$ cat src/rtl/target_reset_sched.sv
// Round-robin scheduler for the shared target resetter: fires a one-cycle enable,
// tracks the reset line low then high, waits for boot settle, and answers the owner.
module target_reset_sched #(
    parameter int NUM_REQ       = 3,
    parameter int LOW_TIMEOUT   = 16,
    parameter int HOLD_MAX      = 25_000_000,
    parameter int SETTLE_CYCLES = 1_200_000
) (
    input  logic               clk,
    input  logic               rst_n,
    input  logic [NUM_REQ-1:0] req,
    output logic [NUM_REQ-1:0] grant,
    output logic               done,
    output logic               err,
    output logic               busy,
    output logic               rst_enable,
    input  logic               rst_line_in,
    output logic [15:0]        reset_count
);
    localparam int MAX_A = (LOW_TIMEOUT > HOLD_MAX) ? LOW_TIMEOUT : HOLD_MAX;
    localparam int MAX_C = (MAX_A > SETTLE_CYCLES) ? MAX_A : SETTLE_CYCLES;
    localparam int CW    = (MAX_C > 1) ? $clog2(MAX_C) : 1;

    localparam logic [NUM_REQ-1:0] ONE         = NUM_REQ'(1);
    localparam logic [CW-1:0]      LOW_LAST    = CW'(LOW_TIMEOUT - 1);
    localparam logic [CW-1:0]      HOLD_LAST   = CW'(HOLD_MAX - 1);
    localparam logic [CW-1:0]      SETTLE_LAST = CW'(SETTLE_CYCLES - 1);

    typedef enum logic [2:0] {
        IDLE, FIRE, WAIT_LOW, WAIT_HIGH, SETTLE, DONE, ERR
    } state_t;

    state_t             state_q, state_d;
    logic [CW-1:0]      cnt_q, cnt_d;
    logic [NUM_REQ-1:0] ptr_q, ptr_d;
    logic [NUM_REQ-1:0] above, pick;
    logic [NUM_REQ-1:0] grant_d;
    logic               done_d, err_d, busy_d, en_d;
    logic [15:0]        count_d;

    // Pointer is kept one-hot; pick the lowest request at or above it, else wrap
    // to the lowest request overall (x & -x isolates the lowest set bit).
    always_comb begin
        above = req & ~(ptr_q - ONE);
        if (|above) pick = above & (~above + ONE);
        else        pick = req & (~req + ONE);
    end

    always_comb begin
        state_d = state_q;
        cnt_d   = cnt_q;
        ptr_d   = ptr_q;
        grant_d = grant;
        done_d  = 1'b0;
        err_d   = 1'b0;
        busy_d  = busy;
        en_d    = 1'b0;
        count_d = reset_count;
        case (state_q)
            IDLE: begin
                if (|req) begin
                    state_d = FIRE;
                    grant_d = pick;
                    en_d    = 1'b1;
                    busy_d  = 1'b1;
                end
            end
            FIRE: begin
                state_d = WAIT_LOW;
                cnt_d   = '0;
            end
            WAIT_LOW: begin
                if (!rst_line_in) begin
                    state_d = WAIT_HIGH;
                    cnt_d   = '0;
                end else if (cnt_q == LOW_LAST) begin
                    state_d = ERR;
                    done_d  = 1'b1;
                    err_d   = 1'b1;
                end else begin
                    cnt_d = cnt_q + CW'(1);
                end
            end
            WAIT_HIGH: begin
                if (rst_line_in) begin
                    state_d = SETTLE;
                    cnt_d   = '0;
                end else if (cnt_q == HOLD_LAST) begin
                    state_d = ERR;
                    done_d  = 1'b1;
                    err_d   = 1'b1;
                end else begin
                    cnt_d = cnt_q + CW'(1);
                end
            end
            SETTLE: begin
                if (cnt_q == SETTLE_LAST) begin
                    state_d = DONE;
                    done_d  = 1'b1;
                end else begin
                    cnt_d = cnt_q + CW'(1);
                end
            end
            DONE, ERR: begin
                state_d = IDLE;
                grant_d = '0;
                busy_d  = 1'b0;
                // Next search starts just past the winner.
                ptr_d   = {grant[NUM_REQ-2:0], grant[NUM_REQ-1]};
                if (state_q == DONE && reset_count != 16'hFFFF)
                    count_d = reset_count + 16'd1;
            end
            default: begin
                state_d = IDLE;
                grant_d = '0;
                busy_d  = 1'b0;
            end
        endcase
    end

    always_ff @(posedge clk or negedge rst_n) begin
        if (!rst_n) begin
            state_q     <= IDLE;
            cnt_q       <= '0;
            ptr_q       <= ONE;
            grant       <= '0;
            done        <= 1'b0;
            err         <= 1'b0;
            busy        <= 1'b0;
            rst_enable  <= 1'b0;
            reset_count <= '0;
        end else begin
            state_q     <= state_d;
            cnt_q       <= cnt_d;
            ptr_q       <= ptr_d;
            grant       <= grant_d;
            done        <= done_d;
            err         <= err_d;
            busy        <= busy_d;
            rst_enable  <= en_d;
            reset_count <= count_d;
        end
    end
endmodule
$ cat config.mk
export PLATFORM = sky130hd
export DESIGN_NAME = target_reset_sched
export DESIGN_NICKNAME = d
export VERILOG_FILES = /design/src/rtl/target_reset_sched.sv
export SDC_FILE = /design/constraint.sdc
export NUM_CORES = 1
export LEC_CHECK = 0
export CORE_ASPECT_RATIO = 0.9
export CORE_MARGIN = 2
export CORE_UTILIZATION = 40
export DETAILED_ROUTE_END_ITERATION = 8
export DONT_BUFFER_PORTS = 1
export PLACE_DENSITY = 0.55
export SETUP_SLACK_MARGIN = 0.15
export SLEW_MARGIN = 5
export SYNTH_ARGS = -nofsm -noshare
export SYNTH_HDL_FRONTEND = slang
export SYNTH_SLANG_ARGS = --single-unit
$ cat constraint.sdc
create_clock -name clk -period 4.5 [get_ports clk]
set_input_delay 0.45 -clock clk [delete_from_list [all_inputs] [get_ports clk]]
set_output_delay 0.45 -clock clk [all_outputs]
set_load 0.01 [all_outputs]
Word level (Yosys, flattened, before mapping)
Cells that the tools add are included.
{"block": "totals", "reg_bits": 54, "wordCells": 76, "inputBits": 6, "output_inout_bits": 23}
{"block": "op_classes", "muxes": 27, "n_eq_ne": 17, "add_sub_neg": 5, "bitwise": 7, "n_reduce_logical": 11}
{"operator": "$mux W25", "count": 5}
{"operator": "$pmux W25 S4", "count": 1}
{"operator": "$add A25 B1 Y25 const B", "count": 1}
{"operator": "$eq A25 B21 Y1 const B", "count": 1}
{"operator": "$eq A25 B25 Y1 const B", "count": 1}
{"operator": "$eq A25 B4 Y1 const B", "count": 1}
{"operator": "$mux W3", "count": 8}
{"operator": "$add A16 B1 Y16 const B", "count": 1}
{"operator": "$ne A16 B16 Y1 const B", "count": 1}
{"operator": "$pmux W3 S5", "count": 1}
{"operator": "$ne A3 B3 Y1 const B", "count": 4}
{"operator": "$and A3 B3 Y3", "count": 3}
{"operator": "$eq A3 B3 Y1 const B", "count": 3}
{"operator": "$not A3 Y3", "count": 3}
{"operator": "$mux W1", "count": 8}
{"operator": "$reduce_and A4 Y1", "count": 2}
{"operator": "$add A3 B1 Y3 const B", "count": 2}
{"operator": "$eq A3 B2 Y1 const B", "count": 2}
{"operator": "$ne A2 B2 Y1 const B", "count": 3}
{"operator": "$pmux W3 S2", "count": 1}
{"operator": "$reduce_or A3 Y1", "count": 2}
{"operator": "$pmux W1 S2", "count": 2}
{"operator": "$reduce_and A2 Y1", "count": 2}
{"operator": "$reduce_bool A4 Y1", "count": 1}
{"operator": "other kinds (8)", "count": 8}

Depth between registers and ports, before layout
Gate-level depths: netlist of the first run.
{"block": "logic_depth", "ltp_word": 9, "depth_mapped": 8, "ltp_nobuf": 7}

Worst setup path after synthesis of the first run
Ideal clock, no wire load.
{"block": "synth_path", "path_kind": "flip-flop to flip-flop", "start": "reg cnt_q[0]", "end": "reg cnt_q[12]", "t_arrival_ns": 1.978, "setup_ns": 0.129, "stages_incl_launch_ff": 9, "slack_ns": 2.393, "period_less_slack_ns": 2.107, "path_buffers": 1, "cell_sequence": "dfrtp_1 -> ha_1 -> nand4_1 -> or4_4 -> nor4_4 -> a21oi_2 -> nand3_2 -> buf_6 -> o41ai_1"}
{"block": "synth_between", "elab_chain_cells": 4, "word_cells_on_any_way": 14, "classes_between": "add/sub: 1; eq/ne: 6; mux: 6; reduce/logical: 1"}
{"element": "start, declared", "line": "34", "source": "logic [CW-1:0] cnt_q, cnt_d;"}
{"element": "start signal, assigned", "line": "134", "source": "cnt_q <= cnt_d;"}
{"element": "$add A25 B1 Y25", "line": "81, 93, 101"}
{"element": "$mux W25 (on tied branches)", "line": "88, 76"}
{"element": "$mux W25 (on tied branches)", "line": "85, 73"}
{"element": "$pmux W25 S4", "line": "59", "source": "case (state_q)"}
Parallel ways exist; a longest one is shown, timed or not. The select of a mux whose other input is x is not followed.
A chain may end at the register's enable or synchronous reset.

Final worst setup path of the first run
{"block": "layout_path", "start": "reg state_q[0]", "end": "reg cnt_q[12]"}
{"block": "layout_between", "elab_chain_cells": 3, "word_cells_on_any_way": 10, "classes_between": "eq/ne: 7; mux: 1; reduce/logical: 2"}
{"element": "start, declared", "line": "33", "source": "state_t state_q, state_d;"}
{"element": "start signal, assigned", "line": "133", "source": "state_q <= state_d;"}
{"element": "$eq A3 B2 Y1, or another cell as far along", "line": "59"}
{"element": "$ne A3 B3 Y1 (no line), or another cell as far along"}
{"element": "$reduce_and A4 Y1 (no line)"}
Parallel ways exist; a longest one is shown, timed or not.

==> results of run 1 <==
[placed cells by master (no fill, tap or decap), drive strengths merged, types with 2 or more instances in the layout]
master   n
and3     7
a41oi    2
clkbuf   5
or4      3
nand2b   3
and2     5
nand2   37
nor4b    2
o31ai   17
a21oi   11
mux2     4
dfrtp   53
nand3   28
xor2     6
nand4    9
clkinv   2
o41ai    4
o21ai   37
xnor2   16
a22o     2
a31oi    4
ha       3
a21o     4
nor2    14
inv      7
nor3     6
o21a     2
and4     4
nor4     7
[report_power, final]
group          switching (µW)  internal [µW]  total [µW]
logic                     343            177         520
registers                91.3            546         638
clock network             181            116         297
total                     615            840        1450
[what timing repair did]
item / 4_1_cts / 5_1_grt
setup endpoints to repair: 0 / 0
buffers inserted: 0 / 0
hold buffers: 2 / 0
endpoints found under the hold margin: 54 / 0
[kinds of logic (layout without fill, tap and decap cells)]
logic type | after synthesis | in the layout | synth area share
adders and majority gates | 3 | 3 | 0.0126
DFF | 54 | 54 | 0.452
xor gates and xnor gates | 22 | 22 | 0.0645
muxes | 4 | 4 | 0.0151
AOI/OAI and AO/OA | 87 | 87 | 0.185
and+or+nand+nor | 131 | 131 | 0.242
buffers and inverters | 17 | 16 | 0.0289
[worst paths after layout]
| check | from | to | slack (ns) | cells after the start |
|---|---|---|---|---|
| setup / recovery | state_q[0] | cnt_q[12] | 1.70 | 5 |
| hold / removal | rst_line_in | state_q[0] | 0.22 | 1 |
| setup reg to reg | state_q[0] | cnt_q[12] | 1.70 | 5 |
| hold reg to reg | cnt_q[0] | cnt_q[0] | 0.53 | 1 |
| max in group asynchronous | rst_n | ptr_q[0] | 3.53 | 2 |
| min in group asynchronous | rst_n | reset_count[6] | 0.69 | 2 |
[metrics by stage]
stage | utilization | worst slack (ns) | power, µW | cell area [µm²]
2_1_floorplan | - | 2.39 | 1040 | 2990
3_3_place_gp | 0.426 | 1.90 | 1140 | 3040
3_5_place_dp | 0.426 | 1.70 | 1150 | 3040
4_1_cts | 0.444 | 1.67 | 1460 | 3180
5_1_grt | 0.444 | 1.37 | 1560 | 3180
6_report | 0.444 | 1.70 | 1450 | 3180
[layout make-up]
class | count | area (µm²)
inverters | 6 | 22.5
clock buffers | 5 | 68.8
clock inverters | 3 | 28.8
well taps | 93 | 116
flip-flops and latches | 54 | 1350
multi-input cells | 247 | 1550
repair buffers | 2 | 37.5
fillers | 681 | 3970
[layer usage]
layer	up-vias	track usage	share of wire
met5	-	0	0
met3	6	0.0316	0.043
li1	1182	-	-
met2	54	0.283	0.44
met4	0	0.0514	0.011
met1	1200	0.256	0.50
[state kept, by name (all words and copies together) (netlist names)]
| signal | cells |
|---|---|
| grant | 3 |
| busy | 1 |
| reset_count | 16 |
| err | 1 |
| state_q | 3 |
| done | 1 |
| ptr_q | 3 |
| cnt_q | 25 |
| rst_enable | 1 |
[worst max-delay path, cell delays in order (launching register included)]
cell and delay [ns]:
dfrtp_1 0.49, nor2_1 0.71, nand2_1 0.30, o21ai_2 0.25, nand3_2 0.47, o41ai_1 0.46
==> out/metrics.cfg, run 1 <==
[finish]
stdcell_count=410
syn_to_final_growth_pct=6.28
drive_gt1_frac=0.0820
nNetsFinal=325
diodes=0

[logic_synthesis]
ys_seq_area_frac=0.452
synthCells=318
synth_top_cells_by_area=dfrtp_1, o21ai_0, xnor2_1
yosysWarnings=0
synth-seq-cells=54
yosysUniqueCellTypes=51
synth.cell_area_mm2=0.00299
avgSynthCellArea_um2=9.40
synth_ff_type=dfrtp_1
post-synth-top-count-cell=dfrtp_1
async_reset_ff_frac=1.00
synth_edf_count=0
synth_top_cell_by_area=dfrtp_1
synth_fp_nets=327
synthTopCellsByCount=dfrtp_1, nand2_1, o21ai_0
synth_top_area_share=0.444

[sta]
fmax_ghz=0.357
slew_headroom=0.418
worstMarginPinSlew_ns=0.870
finalSetupTns_ns=0
rsz0062_at_grt=no
slew_violations=0
finClkSkew_ns=0.0108
setup_viol=0
period_share=0.623
layout_min_cycle_time_ns=2.80
hold_viol_final=0
holdWs_ns=0.215

[route]
first_iter_violations=142
vias_per_cell=5.96
via_count=2442
firstDrtPassIters=4
drc_errors=0
routedWlPerCell_um=17.0
final_antenna_net_count=0
wirelength_um=6980

[grt]
grt.total_usage=0.180
grt_pass1_wl_um=11800
grt_max_degree=55
grt_pass1_vias=2411
grt_overflow=0
antenna_found_initial=0

[worst_setup_path]
cp_max_fo=20
start_kind=register
critPathRequiredTime_ns=4.70
path_class=reg2reg
arrival_ns=3.00
endpoint_kind=register

[clocking]
clock-sinks=54
clock-root-buffer=clkbuf_8
ctsLongestPathBuffers=2
h-tree-depth=2
cts_buffers=5
postCtsResizedCells=0
clk_pin_slew_worst_paths_ns=0.11
clock_latency_ns=0.32
cts_tree=built

[status]
status=completed

[die]
placement_rows=29
core-area_mm2=0.00715
dieHeight_um=86.0
dieWidth_um=95.1
pin_count=29
start_util=0.418
die-area_mm2=0.00818

[run]
maxCapViolations=0

[placed_design]
io_buffers=0
place_inst=400
dp_hpwl_um=4820
place_congestion=0.895

[pwr]
vdd_ir_drop_max_uv=165
p_per_area_mw_per_mm2=458
p_leak_uw=0.00131

[hold_path]
hp-class=in2reg

Note: power is estimated with default switching activity, not from simulation.
==> inputs of run 2 (changes only) <==
PLACE_DENSITY = 0.57   (was 0.55)
clock period = 2.4 ns   (was 4.5 ns; I/O delays follow)
==> out/metrics.cfg, run 2 (same netlist as run 1, synthesis figures left out) <==
[clocking]
ctsLongestPathBuffers=2
clock-root-buffer=clkbuf_8
cts_tree=built
cts_setup_buffers=0
clock-sinks=54
h-tree-depth=2
clock_latency_ns=0.32
clk_pin_slew_worst_paths_ns=0.12
cts_buffers=5

[pwr]
comb_power_share=0.392
vdd_ir_drop_max_uv=390
p_per_area_mw_per_mm2=851
p_seq_frac=0.409
swShare=0.418
intPower_uw=1690
p_leak_uw=0.00144
p_switching_uw=1210
clkPwrFrac=0.199

[worst_setup_path]
start_kind=register
cp_num_buf_inv=1
path_class=reg2reg
crit_slowest_cell=or4_1
cp_max_fo=20
crit_family=simple AND/OR/NAND/NOR gates
endpoint_kind=register
crit_chain=nor4_2 -> nand4_1 -> or4_1 -> nand3_2 -> buf_12 -> o31ai_1
critPathRequiredTime_ns=2.60
arrival_ns=2.40
cpPeakStageDelay_ns=0.66

[die]
die-area_mm2=0.00818
start_util=0.418
dieWidth_um=95.1
core-area_mm2=0.00715
dieHeight_um=86.0
pin_count=29
placement_rows=29

[grt]
grt_pass1_wl_um=12400
grt_pass1_vias=2493
grt_max_degree=55
grt.total_usage=0.191
grt_overflow=0
antenna_found_initial=0

[finish]
finish.instance_area_mm2=0.00341
diodes=0
largest-register=cnt_q
largest_register_ffs=25
nNetsFinal=347
syn_to_final_growth_pct=14.2
drive_gt1_frac=0.153
layout_common_cells=dfrtp_1, nand2_1, o21ai_0
layout_commonest_cell=dfrtp_1
top_regs=cnt_q: 25 flops, reset_count: 16 flops

[placed_design]
placed_cell_area_mm2=0.00321
io_buffers=0
place_congestion=0.925
dp_hpwl_um=5070

[route]
vias_per_cell=5.87
drc_errors=0
final_antenna_net_count=0
wirelength_um=7280
routedWlPerCell_um=16.9
firstDrtPassIters=5
first_iter_violations=192
via_count=2536

[sta]
fmax_ghz=0.456
slew_violations=0
hold_viol_final=0
rsz0062_at_grt=yes
layout_min_cycle_time_ns=2.19
setup_viol=0
finClkSkew_ns=0.0123
slew_headroom=0.561
finalSetupTns_ns=0
worstMarginPinSlew_ns=0.657
period_share=0.914

[status]
status=completed

[run]
maxCapViolations=0

[hold_path]
hp-class=in2reg

## run 2: area by class of cell
cell class / instances / area, µm²
fillers: 680 / 3730
multi-input cells: 247 / 1610
flip-flops and latches: 54 / 1350
repair buffers: 24 / 218
well taps: 93 / 116
clock buffers: 5 / 68.8
clock inverters: 3 / 28.8
inverters: 6 / 22.5
## run 2: layer usage
layer / vias to the layer above / part of all wire / global-route usage
met5: - / 0 / 0
met1: 1230 / 0.49 / 0.275
met3: 6 / 0.050 / 0.0360
met2: 80 / 0.45 / 0.297
met4: 0 / 0.010 / 0.0448
li1: 1220 / - / -
## run 2: final timing paths
kind / cells after the start / startpoint / slack (ns) / end
worst max-delay path: 6 / cnt_q[16] / 0.21 / cnt_q[11]
worst min-delay path: 2 / req[2] / 0.1 / grant[2]
worst min register to register: 1 / ptr_q[1] / 0.55 / ptr_q[1]
min in group asynchronous: 2 / rst_n / 0.42 / reset_count[9]
max in group asynchronous: 2 / rst_n / 1.69 / ptr_q[0]
worst max register to register: 6 / cnt_q[16] / 0.21 / cnt_q[11]
## run 2: power groups by stage
stage / combinational [µW] / sequential (µW) / clock (µW)
floorplan: 815 / 1140 / 0
global placement: 1080 / 1200 / 0
detailed placement: 1080 / 1200 / 0
CTS: 1120 / 1180 / 586
global route: 1270 / 1210 / 625
finish: 1140 / 1190 / 579
## run 2: timing repair
item | 4_1_cts | 5_1_grt
endpoints found under the hold margin | 54 | 1
endpoints found under the setup margin | 22 | 24
gates resized for setup | 2 | 8
gates cloned | 0 | 0
hold buffers | 2 | 1
pin swaps | 1 | 1
## run 2: metrics by stage
| step | power [µW] | instances | hold WS [ns] | utilization | worst slack [ns] |
|---|---|---|---|---|---|
| 6_report | 2900 | 432 | 0.0992 | 0.478 | 0.206 |
| 5_1_grt | 3110 | 432 | 0.0960 | 0.478 | 0.148 |
| 4_1_cts | 2890 | 431 | 0.000934 | 0.469 | 0.175 |
| 3_5_place_dp | 2290 | 421 | -0.0544 | 0.449 | 0.0566 |
| 3_3_place_gp | 2270 | 421 | -0.0545 | 0.449 | 0.0650 |
| 2_1_floorplan | 1960 | 318 | -0.0556 | - | 0.293 |
